File: config.mk
export PLATFORM = sky130hd
export DESIGN_NAME = audio_adc_capture
export DESIGN_NICKNAME = d
export VERILOG_FILES = /design/src/rtl/audio_adc_capture.sv
export SDC_FILE = /design/constraint.sdc
export NUM_CORES = 1
export LEC_CHECK = 0
export ABC_AREA = 1
export BUFFER_PORTS_ARGS = -buffer_cell sky130_fd_sc_hd__buf_2
export CAP_MARGIN = 5
export CORE_AREA = 2 2 128 161
export DETAILED_ROUTE_END_ITERATION = 7
export DIE_AREA = 0 0 130 163
export GPL_ROUTABILITY_DRIVEN = 0
export PLACE_DENSITY_LB_ADDON = 0.25
export SYNTH_ARGS = -nofsm -noshare
export SYNTH_HDL_FRONTEND = slang
export SYNTH_SLANG_ARGS = --single-unit
File: constraint.sdc
create_clock -name clk -period 7.3 [get_ports clk]
set_input_delay 1.095 -clock clk [delete_from_list [all_inputs] [get_ports clk]]
set_output_delay 1.095 -clock clk [all_outputs]
set_load 0.05 [all_outputs]
File: src/rtl/audio_adc_capture.sv
// I2S ADC capture: synchronizes the codec serial interface, deserializes stereo
// words and queues {left,right} pairs in a first-word-fall-through FIFO.
module audio_adc_capture #(
    parameter int DATA_WIDTH = 16,
    parameter int FIFO_DEPTH = 4
) (
    input  logic                          clk,
    input  logic                          reset_n,
    input  logic                          enable,
    input  logic                          aud_bclk,
    input  logic                          aud_adclrck,
    input  logic                          aud_adcdat,
    input  logic                          sample_ready,
    input  logic                          clear_flags,
    output logic                          sample_valid,
    output logic [DATA_WIDTH-1:0]         sample_left,
    output logic [DATA_WIDTH-1:0]         sample_right,
    output logic [$clog2(FIFO_DEPTH):0]   level,
    output logic                          overflow,
    output logic                          frame_err
);

    // state | meaning
    // IDLE  | capture disabled
    // ALIGN | waiting for an LRCK falling edge (start of a left word)
    // SKIP  | edge seen; next BCLK rise carries the MSB
    // SHIFT | shifting in the remaining bits of the word
    // WAIT  | word complete; ignoring bits until the next LRCK edge
    typedef enum logic [2:0] {IDLE, ALIGN, SKIP, SHIFT, WAIT} state_t;

    localparam int PTR_W = (FIFO_DEPTH > 1) ? $clog2(FIFO_DEPTH) : 1;
    localparam int LVL_W = $clog2(FIFO_DEPTH) + 1;
    localparam int CNT_W = $clog2(DATA_WIDTH + 1);

    logic [1:0]              bclk_sync, lrck_sync, dat_sync;
    logic                    bclk_prev, lrck_prev;
    logic                    bclk_rise, lrck_edge, lrck_fall, dat_bit;

    state_t                  state;
    logic [DATA_WIDTH-1:0]   shift_reg, hold_left, word;
    logic [CNT_W-1:0]        bit_cnt;
    logic                    is_right, held_valid, push_req;
    logic [2*DATA_WIDTH-1:0] push_data;

    logic [2*DATA_WIDTH-1:0] mem [FIFO_DEPTH];
    logic [PTR_W-1:0]        wr_ptr, rd_ptr;
    logic                    full, pop, do_push;

    assign dat_bit   = dat_sync[1];
    assign bclk_rise = bclk_sync[1] & ~bclk_prev;
    assign lrck_edge = bclk_rise & (lrck_sync[1] != lrck_prev);
    assign lrck_fall = lrck_edge & ~lrck_sync[1];
    assign word      = {shift_reg[DATA_WIDTH-2:0], dat_bit};

    always_ff @(posedge clk) begin
        if (!reset_n) begin
            bclk_sync <= '0;
            lrck_sync <= '0;
            dat_sync  <= '0;
            bclk_prev <= 1'b0;
            lrck_prev <= 1'b0;
        end else begin
            bclk_sync <= {bclk_sync[0], aud_bclk};
            lrck_sync <= {lrck_sync[0], aud_adclrck};
            dat_sync  <= {dat_sync[0], aud_adcdat};
            bclk_prev <= bclk_sync[1];
            if (bclk_rise)
                lrck_prev <= lrck_sync[1];
        end
    end

    always_ff @(posedge clk) begin
        if (!reset_n) begin
            state      <= IDLE;
            shift_reg  <= '0;
            bit_cnt    <= '0;
            is_right   <= 1'b0;
            held_valid <= 1'b0;
            hold_left  <= '0;
            push_req   <= 1'b0;
            push_data  <= '0;
            frame_err  <= 1'b0;
        end else begin
            push_req <= 1'b0;
            // Clear first so that a framing error in the same cycle takes priority.
            if (clear_flags)
                frame_err <= 1'b0;
            if (!enable) begin
                state      <= IDLE;
                held_valid <= 1'b0;
                bit_cnt    <= '0;
            end else begin
                case (state)
                    IDLE: state <= ALIGN;
                    ALIGN: begin
                        if (lrck_fall) begin
                            state      <= SKIP;
                            is_right   <= 1'b0;
                            held_valid <= 1'b0;
                        end
                    end
                    SKIP: begin
                        if (bclk_rise) begin
                            shift_reg <= word;
                            bit_cnt   <= CNT_W'(1);
                            state     <= SHIFT;
                        end
                    end
                    SHIFT: begin
                        if (lrck_edge) begin
                            frame_err  <= 1'b1;
                            held_valid <= 1'b0;
                            is_right   <= 1'b0;
                            bit_cnt    <= '0;
                            state      <= lrck_sync[1] ? ALIGN : SKIP;
                        end else if (bclk_rise) begin
                            shift_reg <= word;
                            bit_cnt   <= bit_cnt + CNT_W'(1);
                            if (bit_cnt == CNT_W'(DATA_WIDTH - 1)) begin
                                state <= WAIT;
                                if (!is_right) begin
                                    hold_left  <= word;
                                    held_valid <= 1'b1;
                                end else if (held_valid) begin
                                    push_req   <= 1'b1;
                                    push_data  <= {hold_left, word};
                                    held_valid <= 1'b0;
                                end
                            end
                        end
                    end
                    WAIT: begin
                        if (lrck_edge) begin
                            state    <= SKIP;
                            is_right <= lrck_sync[1];
                        end
                    end
                    default: state <= IDLE;
                endcase
            end
        end
    end

    assign sample_valid = (level != '0);
    assign full         = (level == LVL_W'(FIFO_DEPTH));
    assign pop          = sample_valid & sample_ready;
    assign do_push      = push_req & (~full | pop);
    assign sample_left  = sample_valid ? mem[rd_ptr][2*DATA_WIDTH-1:DATA_WIDTH] : '0;
    assign sample_right = sample_valid ? mem[rd_ptr][DATA_WIDTH-1:0] : '0;

    always_ff @(posedge clk) begin
        if (reset_n && do_push)
            mem[wr_ptr] <= push_data;
    end

    always_ff @(posedge clk) begin
        if (!reset_n) begin
            wr_ptr   <= '0;
            rd_ptr   <= '0;
            level    <= '0;
            overflow <= 1'b0;
        end else begin
            if (do_push)
                wr_ptr <= (wr_ptr == PTR_W'(FIFO_DEPTH - 1)) ? '0 : wr_ptr + PTR_W'(1);
            if (pop)
                rd_ptr <= (rd_ptr == PTR_W'(FIFO_DEPTH - 1)) ? '0 : rd_ptr + PTR_W'(1);
            if (do_push && !pop)
                level <= level + LVL_W'(1);
            else if (!do_push && pop)
                level <= level - LVL_W'(1);
            if (clear_flags)
                overflow <= 1'b0;
            if (push_req && full && !pop)
                overflow <= 1'b1;
        end
    end

endmodule
# Word-level counts from Yosys, hierarchy flattened
# Memory sizes are Yosys's and may differ from the RTL's. A register that Yosys moved wholly into a read port is not among the register bits.
# Index checks and enable logic that the tools add are counted.
# W data, S select, Z words.
# totals
in_bits	8
reg_bits	92
wordCells	120
memories	1
ram_bits	128
output_inout_bits	38
# memory_table
name	depth	width	read_ports	rd_clocked_by_memory_dff	write_ports	line_no	text
mem	4	32	1	1	1	45	logic [2*DATA_WIDTH-1:0] mem [FIFO_DEPTH];
# op_classes
eq_ne	16
mux	41
n_bitwise	16
reduce_logical	23
n_addsub	5
# ops
cell	n
$mux W16	4
$pmux W16 S2	1
$mux W3	8
$mux W1	16
$mux W5	3
$pmux W3 S5	1
$mux W2	5
$ne A2 B2 Y1 const B	5
$not A1 Y1	10
$pmux W5 S2	1
$reduce_and A5 Y1	2
$reduce_bool A2 Y1	4
$reduce_and A7 Y1	1
$reduce_or A7 Y1	1
$eq A3 B2 Y1 const B	2
$eq A3 B3 Y1 const B	2
$ne A3 B3 Y1 const B	2
$reduce_and A3 Y1	2
$reduce_and A6 Y1	1
$reduce_bool A3 Y1	2
$add A5 B1 Y5 const B	1
$and A1 B1 Y1	5
$eq A5 B4 Y1 const B	1
$logic_and A1 B1 Y1	5
other kinds (13)	16

# Longest topological paths before layout
# Gate-level depths: netlist (run 1).
# logic_depth
ltp_word	8
depth_mapped	11
depth_no_buf	11

# Least setup slack after synthesis (run 1)
# OpenSTA, ideal clock, no wires.
# synth_path
path_kind	reg2out
from	reg level[0]
to	out sample_left[0]
required_ns	6.205
setup_slack_ns	3.793
path_stages_with_launch	6
t_arrival_ns	2.412
path_cell_list	dfxtp_1 nor2_1 nand2_1 inv_1 clkbuf_1 a21oi_1
# synth_between
elab_chain_cells	2
# synth_lines
item	line_no	text
start: declaration	18	output logic [$clog2(FIFO_DEPTH):0] level,
start signal: assignment	168	level <= level + LVL_W'(1);
start signal: assignment	170	level <= level - LVL_W'(1);
$reduce_bool A3 Y1	144	assign sample_valid = (level != '0);
net sample_valid	15	output logic sample_valid,
$mux W16	148	assign sample_left = sample_valid ? mem[rd_ptr][2*DATA_WIDTH-1:DATA_WIDTH] : '0;
end: declaration	16	output logic [DATA_WIDTH-1:0] sample_left,
# The timed path passes the listed nets, and every way through them passes these cells.

==> run summary, run 1 <==
drt via density -> 4.791
Synth Instances -> 886
clk sink count -> 221
total gr overflow -> 0
Inserted Clock Buffers -> 23
crit-path max cell delay -> 0.53 ns
Post-route DRC -> 0
number of hold buffers added after CTS -> 0
H-tree lvl count -> 1
clk buf depth -> 3
outcome -> complete, no violations
Layout area overhead -> 12.68%
Synth top area share -> 44.16%
top-count cell post-synth -> nor2_1
predominant post-synthesis flop cell -> edfxtp_1
Detailed Routing Iterations Pass 1 -> 4
Syn Area/Cell -> 9.823 sq um
RSZ-0062 raised after global routing -> false
Cell Count, Final, Fillers Out -> 1,210
Worst setup SP type -> register
Die Y -> 163 um
HPWL reported at the end of detailed placement -> 9.963 mm
crit path max fanout -> 65
fraction of layout cells with a size suffix above 1 -> 11.38%
Worst slew margin -> 51.11%
num ports -> 46
clock root buffer master -> clkbuf_16
postcts setup bufs -> 0
Clock Pin Slew Worst Setup and Hold Paths -> 0.06 ns
Worst Hold Margin -> 0.4100 ns
ranking of synthesized cells by area -> edfxtp_1 44%, dfxtp_1 21%, nor2_1 12%
Sw Pwr -> 0.9456 mW
Seq/Total Area, Yosys -> 65.55%
Pint -> 2.096 mW
Setup TNS Final -> 0 ns
crit path kind -> reg -> out
Clock Power Share -> 35.0%
#FFs+latches synth -> 221
vias in the first global route -> 5,540
Tmin final -> 3.622 ns
1st-iter DRT viols -> 351
Core Region -> 19,810 sq um
Crit path top cell by count -> buf_4
fmax -> 0.2761 GHz
Combinational Power Share -> 20.9%
Routed Antenna Nets -> 0
critical-path cell list -> buf_4 > clkinv_1 > buf_4 > o21ai_0 > a21oi_1 > buf_2
row count -> 58
# setup viols final -> 0
pwr dens -> 310.1 nW/um^2
GR Util All Layers -> 16.26%
vias after detailed routing -> 5,797
Die ar. -> 21,190 sq um
Worst Tran Pin Value -> 0.7333 ns
endpoint class of the critical path -> output pin
later-pin clock latency in the skew report -> 0.50 ns
initial antenna violation count -> 0
crit path DAT -> 2.53 ns
most area-hungry cell type in the Yosys netlist -> edfxtp_1
Post-synth top cells -> 282 x nor2_1, 128 x edfxtp_1, 116 x o21ai_0
CP max-delay cell -> buf_4
Hold WC Path Type -> reg -> reg
Final Hold Fails -> 0
WL per Instance -> 13.95 um
Sw Share -> 31.09%
synth warn -> 0
Post-synth EDFFs -> 128
ys async rst share -> 0%
ANT cells -> 0
Buf/Inv on CP -> 4
cell family with most CP delay -> buffers and inverters
Reg power frac -> 44.1%
CTS tree -> yes
fin crit share -> 49.62%
IO Port Bufs -> 45
post_cts resized -> 0
pins over their slew limit -> 0
Most flops, register -> mem
Crit path required time -> 6.20 ns
largest net degree at the start of global routing -> 83
max reg flops -> 128
synthesized area -> 8703 sq um
first-pass GRT wire length -> 27.57 mm
Starting Density -> 43.93%
routed wire length -> 16.88 mm
syn nets -> 903
placed cells -> 1,168
Distinct cells, synth -> 32
Final #Nets -> 940
clk_skew -> 0.01591 ns
DIE WIDTH -> 130 um
VDD IR max -> 0.0002131 V
Max Cap Viol -> 0
Tot Pwr -> 3.041 mW
leakage power -> 4.058 nW
biggest registers after layout -> mem (128), push_data (32), hold_left (16)
-- cell usage in the layout, fill, tap and decap left out, types with 2 or more instances in the layout --
| cell type | netlist | layout |
|---|---|---|
| nor2_1 | 282 | 278 |
| edfxtp_1 | 128 | 128 |
| o21ai_0 | 116 | 116 |
| dfxtp_1 | 93 | 92 |
| nand2_1 | 72 | 72 |
| inv_1 | 53 | 53 |
| a21oi_1 | 47 | 47 |
| buf_2 | 9 | 45 |
| clkbuf_16 | 0 | 23 |
| clkbuf_1 | 21 | 12 |
| buf_4 | 3 | 10 |
| ha_1 | 8 | 8 |
| nand3_1 | 7 | 7 |
| o21ai_1 | 7 | 7 |
| nand2_2 | 5 | 5 |
| nor2_2 | 0 | 4 |
| clkinv_2 | 0 | 4 |
| inv_2 | 3 | 3 |
| nor2_4 | 3 | 3 |
| clkinv_1 | 1 | 2 |
| nand3_4 | 2 | 2 |
| nand2_4 | 2 | 2 |
| inv_4 | 2 | 2 |
| nand4_1 | 2 | 2 |
| xor2_1 | 2 | 2 |
-- worst reg2reg max path, cell delays in order (launching register included) --
cell and delay, ns:
dfxtp_1 0.35, ha_1 0.17, and3_1 0.16, ha_1 0.22
nand2_1 0.11, nor3_2 0.18, nand2_4 0.26, inv_4 0.39
nor2_1 0.08, nor2_1 0.11
-- through the flow --
stage | area, sq um | util (%) | worst slack (ns)
after floorplan | 8703 | - | 3.793
after global placement | 9124 | 46.05 | 4.162
after detailed placement | 9124 | 46.05 | 4.172
after CTS | 9807 | 49.50 | 3.613
after global routing | 9807 | 49.50 | 3.460
final | 9807 | 49.50 | 3.678
-- cell type report --
| class | count | area (sq um) |
|---|---|---|
| tap | 270 | 337.8 |
| timing repair buffer | 55 | 300.3 |
| multi-input combinational | 563 | 2552 |
| inverter | 59 | 226.5 |
| clock buffer | 35 | 620.6 |
| clock inverter | 7 | 62.56 |
| sequential | 221 | 5707 |
| fill | 1829 | 10000 |
-- per-layer routing --
layer  share of wire [%]  GRT usage, %
met1                  43         19.65
met2                  51         29.22
met3                 3.1         2.332
met4                 3.0         5.914
met5                   0             0
-- cells by family after synthesis --
group,synth area share (%)
AOI/OAI and AO/OA,10.08
adders and majority gates,1.380
and+or+nand+nor,17.55
buffers and inverters,5.233
xor gates and xnor gates,0.2013
DFF,65.56
-- worst paths after layout --
path / startpoint / endpoint / slack [ns] / cells after the start
max: register / sample_right[3] / 3.68 / 6
max reg2reg: bit_cnt[0] / push_data[26] / 5.22 / 9
min reg2reg: lrck_sync[0] / lrck_sync[1] / 0.41 / 2
min: lrck_sync[0] / lrck_sync[1] / 0.41 / 2
-- power by group through the flow --
stage | sequential (mW) | clock (mW) | combinational (mW)
floorplan | 1.39 | 0 | 0.472
global placement | 1.37 | 0 | 0.637
detailed placement | 1.37 | 0 | 0.640
CTS | 1.34 | 1.09 | 0.642
global route | 1.35 | 1.14 | 0.702
finish | 1.34 | 1.06 | 0.636
Note: power is estimated with default switching activity, not from simulation.
==> inputs of run 2 (changes only) <==
- clock period: 7.3 -> 3.2 ns (I/O delays scaled with it)
==> run summary, run 2 (synthesis results as in run 1) <==
outcome -> complete, no violations
pins over their slew limit -> 0 (unchanged)
# setup viols final -> 0 (unchanged)
Max Cap Viol -> 0 (unchanged)
later-pin clock latency in the skew report -> 0.50 ns (about the same)
Final Hold Fails -> 0 (unchanged)
RR Endpoint -> push_data[18]
Worst Hold Margin -> 0.1642 ns (-0.2458 ns)
Worst Tran Pin Value -> 0.7405 ns (+0.007202 ns)
Hold Path Stages -> 3 (+1)
final instance area -> 9848 sq um (+0.42%)
crit path DAT -> 2.34 ns (-0.19 ns)
hold path start -> aud_adclrck
CTS tree -> yes
largest net degree at the start of global routing -> 82 (-1.2%)
fraction of layout cells with a size suffix above 1 -> 11.71% (+0.33 points)
vias in the first global route -> 5,597 (+1.0%)
fin crit share -> 88.18%
Tmin final -> 2.822 ns
Final #Nets -> 940 (unchanged)
number of hold buffers added after CTS -> 0 (unchanged)
postcts setup bufs -> 0 (unchanged)
R2R Path Start -> bit_cnt[0]
Filler cells -> 1,841 (+0.66%)
placed cells -> 1,169 (+0.086%)
pwr dens -> 717.0 nW/um^2 (+130%)
H-tree lvl count -> 1 (unchanged)
initial antenna violation count -> 0 (unchanged)
placed cell areas -> 9131 sq um (about the same)
clock root buffer master -> clkbuf_16
Core Region -> 19,810 sq um (unchanged)
RSZ-0062 raised after global routing -> false
1st-iter DRT viols -> 367 (+4.6%)
Routed Antenna Nets -> 0 (unchanged)
cell family with most CP delay -> buffers and inverters
first-pass GRT wire length -> 28.26 mm (+2.5%)
Worst setup SP type -> register
commonest non-fill, non-tap cell in the layout -> nor2_1
ANT cells -> 0 (unchanged)
max reg flops -> 128 (unchanged)
Most flops, register -> mem
fmax -> 0.3544 GHz
vias after detailed routing -> 5,861 (+1.1%)
most frequent cells in the layout -> 278 x nor2_1, 128 x edfxtp_1, 116 x o21ai_0, 92 x dfxtp_1, 72 x nand2_1
Post-route DRC -> 0 (unchanged)
Die ar. -> 21,190 sq um (unchanged)
crit path kind -> reg -> out
Buf/Inv on CP -> 3 (-1)
biggest registers after layout -> mem (128), push_data (32), hold_left (16)
crit-path max cell delay -> 0.51 ns (-0.02 ns)
GR Util All Layers -> 16.87% (+0.62 points)
clk buf depth -> 3 (unchanged)
Setup TNS Final -> 0 ns (unchanged)
num ports -> 46 (unchanged)
post_cts resized -> 0 (unchanged)
Tot Pwr -> 7.061 mW (+130%)
R2R depth -> 9 (unchanged)
Worst slew margin -> 50.63% (-0.48 points)
Die Y -> 163 um (unchanged)
IO Port Bufs -> 45 (unchanged)
reg2reg setup slack -> 1.09 ns (-4.13 ns)
Cell Count, Final, Fillers Out -> 1,209 (-0.083%)
WL per Instance -> 14.52 um (+4.1%)
Crit path required time -> 2.72 ns (-3.48 ns)
leakage power -> 4.078 nW (+0.49%)
critical-path cell list -> clkinv_1 > buf_4 > o21ai_0 > a21oi_1 > buf_2
Starting Density -> 43.93% (unchanged)
crit path max fanout -> 24 (-63%)
drt via density -> 4.848 (+1.2%)
VDD IR max -> 0.0003798 V (+78%)
Hold WC Path Type -> in -> reg
clk_skew -> 0.007836 ns (-0.008071 ns)
clk sink count -> 221 (unchanged)
Min-Delay Endpoint -> lrck_sync[0]
total gr overflow -> 0 (unchanged)
routed wire length -> 17.56 mm (+4.0%)
row count -> 58 (unchanged)
Clock Pin Slew Worst Setup and Hold Paths -> 0.06 ns (about the same)
HPWL reported at the end of detailed placement -> 9.897 mm (-0.66%)
endpoint class of the critical path -> output pin
Inserted Clock Buffers -> 22 (-4.3%)
CP max-delay cell -> clkinv_1
Layout area overhead -> 13.15%
DIE WIDTH -> 130 um (unchanged)
Detailed Routing Iterations Pass 1 -> 4 (unchanged)
## run 2: cell count changes in the layout (fill, tap and decap cells not counted), sizes merged
cell and change:
clkinvlp +1, buf +1, bufinv +1, clkbuf -6
clkinv +2
## run 2: routing by layer
layer,global-route usage [%],up-vias,share of wire (%),wire length [um]
met4,5.474,0,2.0,344
met2,30.46,88,52,9072
met1,20.67,2748,43,7512
met3,2.267,27,3.6,628
met5,0,-,0,0
li1,-,2998,-,-
## run 2: cell type report
type | instances | area, sq um | area share [%]
clock buffer | 29 | 608.1 | 6.175
multi-input combinational | 563 | 2552 | 25.92
sequential | 221 | 5707 | 57.95
timing repair buffer | 56 | 307.8 | 3.125
tap | 270 | 337.8 | 3.430
inverter | 59 | 226.5 | 2.300
clock inverter | 11 | 108.9 | 1.105
## run 2: worst max path at each step
stage	start	end	slack, ns	cells past startpoint
after floorplan	level[0]	mem[0][0]	0.22	6
after global placement	register	sample_left[4]	0.90	5
after detailed placement	register	sample_left[4]	0.86	5
after CTS	register	sample_left[4]	0.33	5
after global routing	register	sample_left[7]	0.18	5
final	register	sample_left[4]	0.38	5
## run 2: where the power goes
| group | switching [mW] | internal, mW | total (mW) |
|---|---|---|---|
| registers | 0.0444 | 3.02 | 3.06 |
| clock network | 1.03 | 1.50 | 2.53 |
| logic | 1.12 | 0.348 | 1.47 |
## run 2: through the flow
step / setup WS (ns) / utilization, %
3_3_place_gp: 0.9009 / 46.09
5_1_grt: 0.1777 / 49.71
4_1_cts: 0.3298 / 49.71
2_1_floorplan: 0.2157 / -
3_5_place_dp: 0.8597 / 46.09
6_report: 0.3783 / 49.71
## run 2: worst register-to-register path: cells and delay by family, from the launching register on
family        cells  cell delay (ns)
flops             1             0.35
buf+inv           1             0.39
simple gates      6             0.91
fa+ha+maj         2             0.39
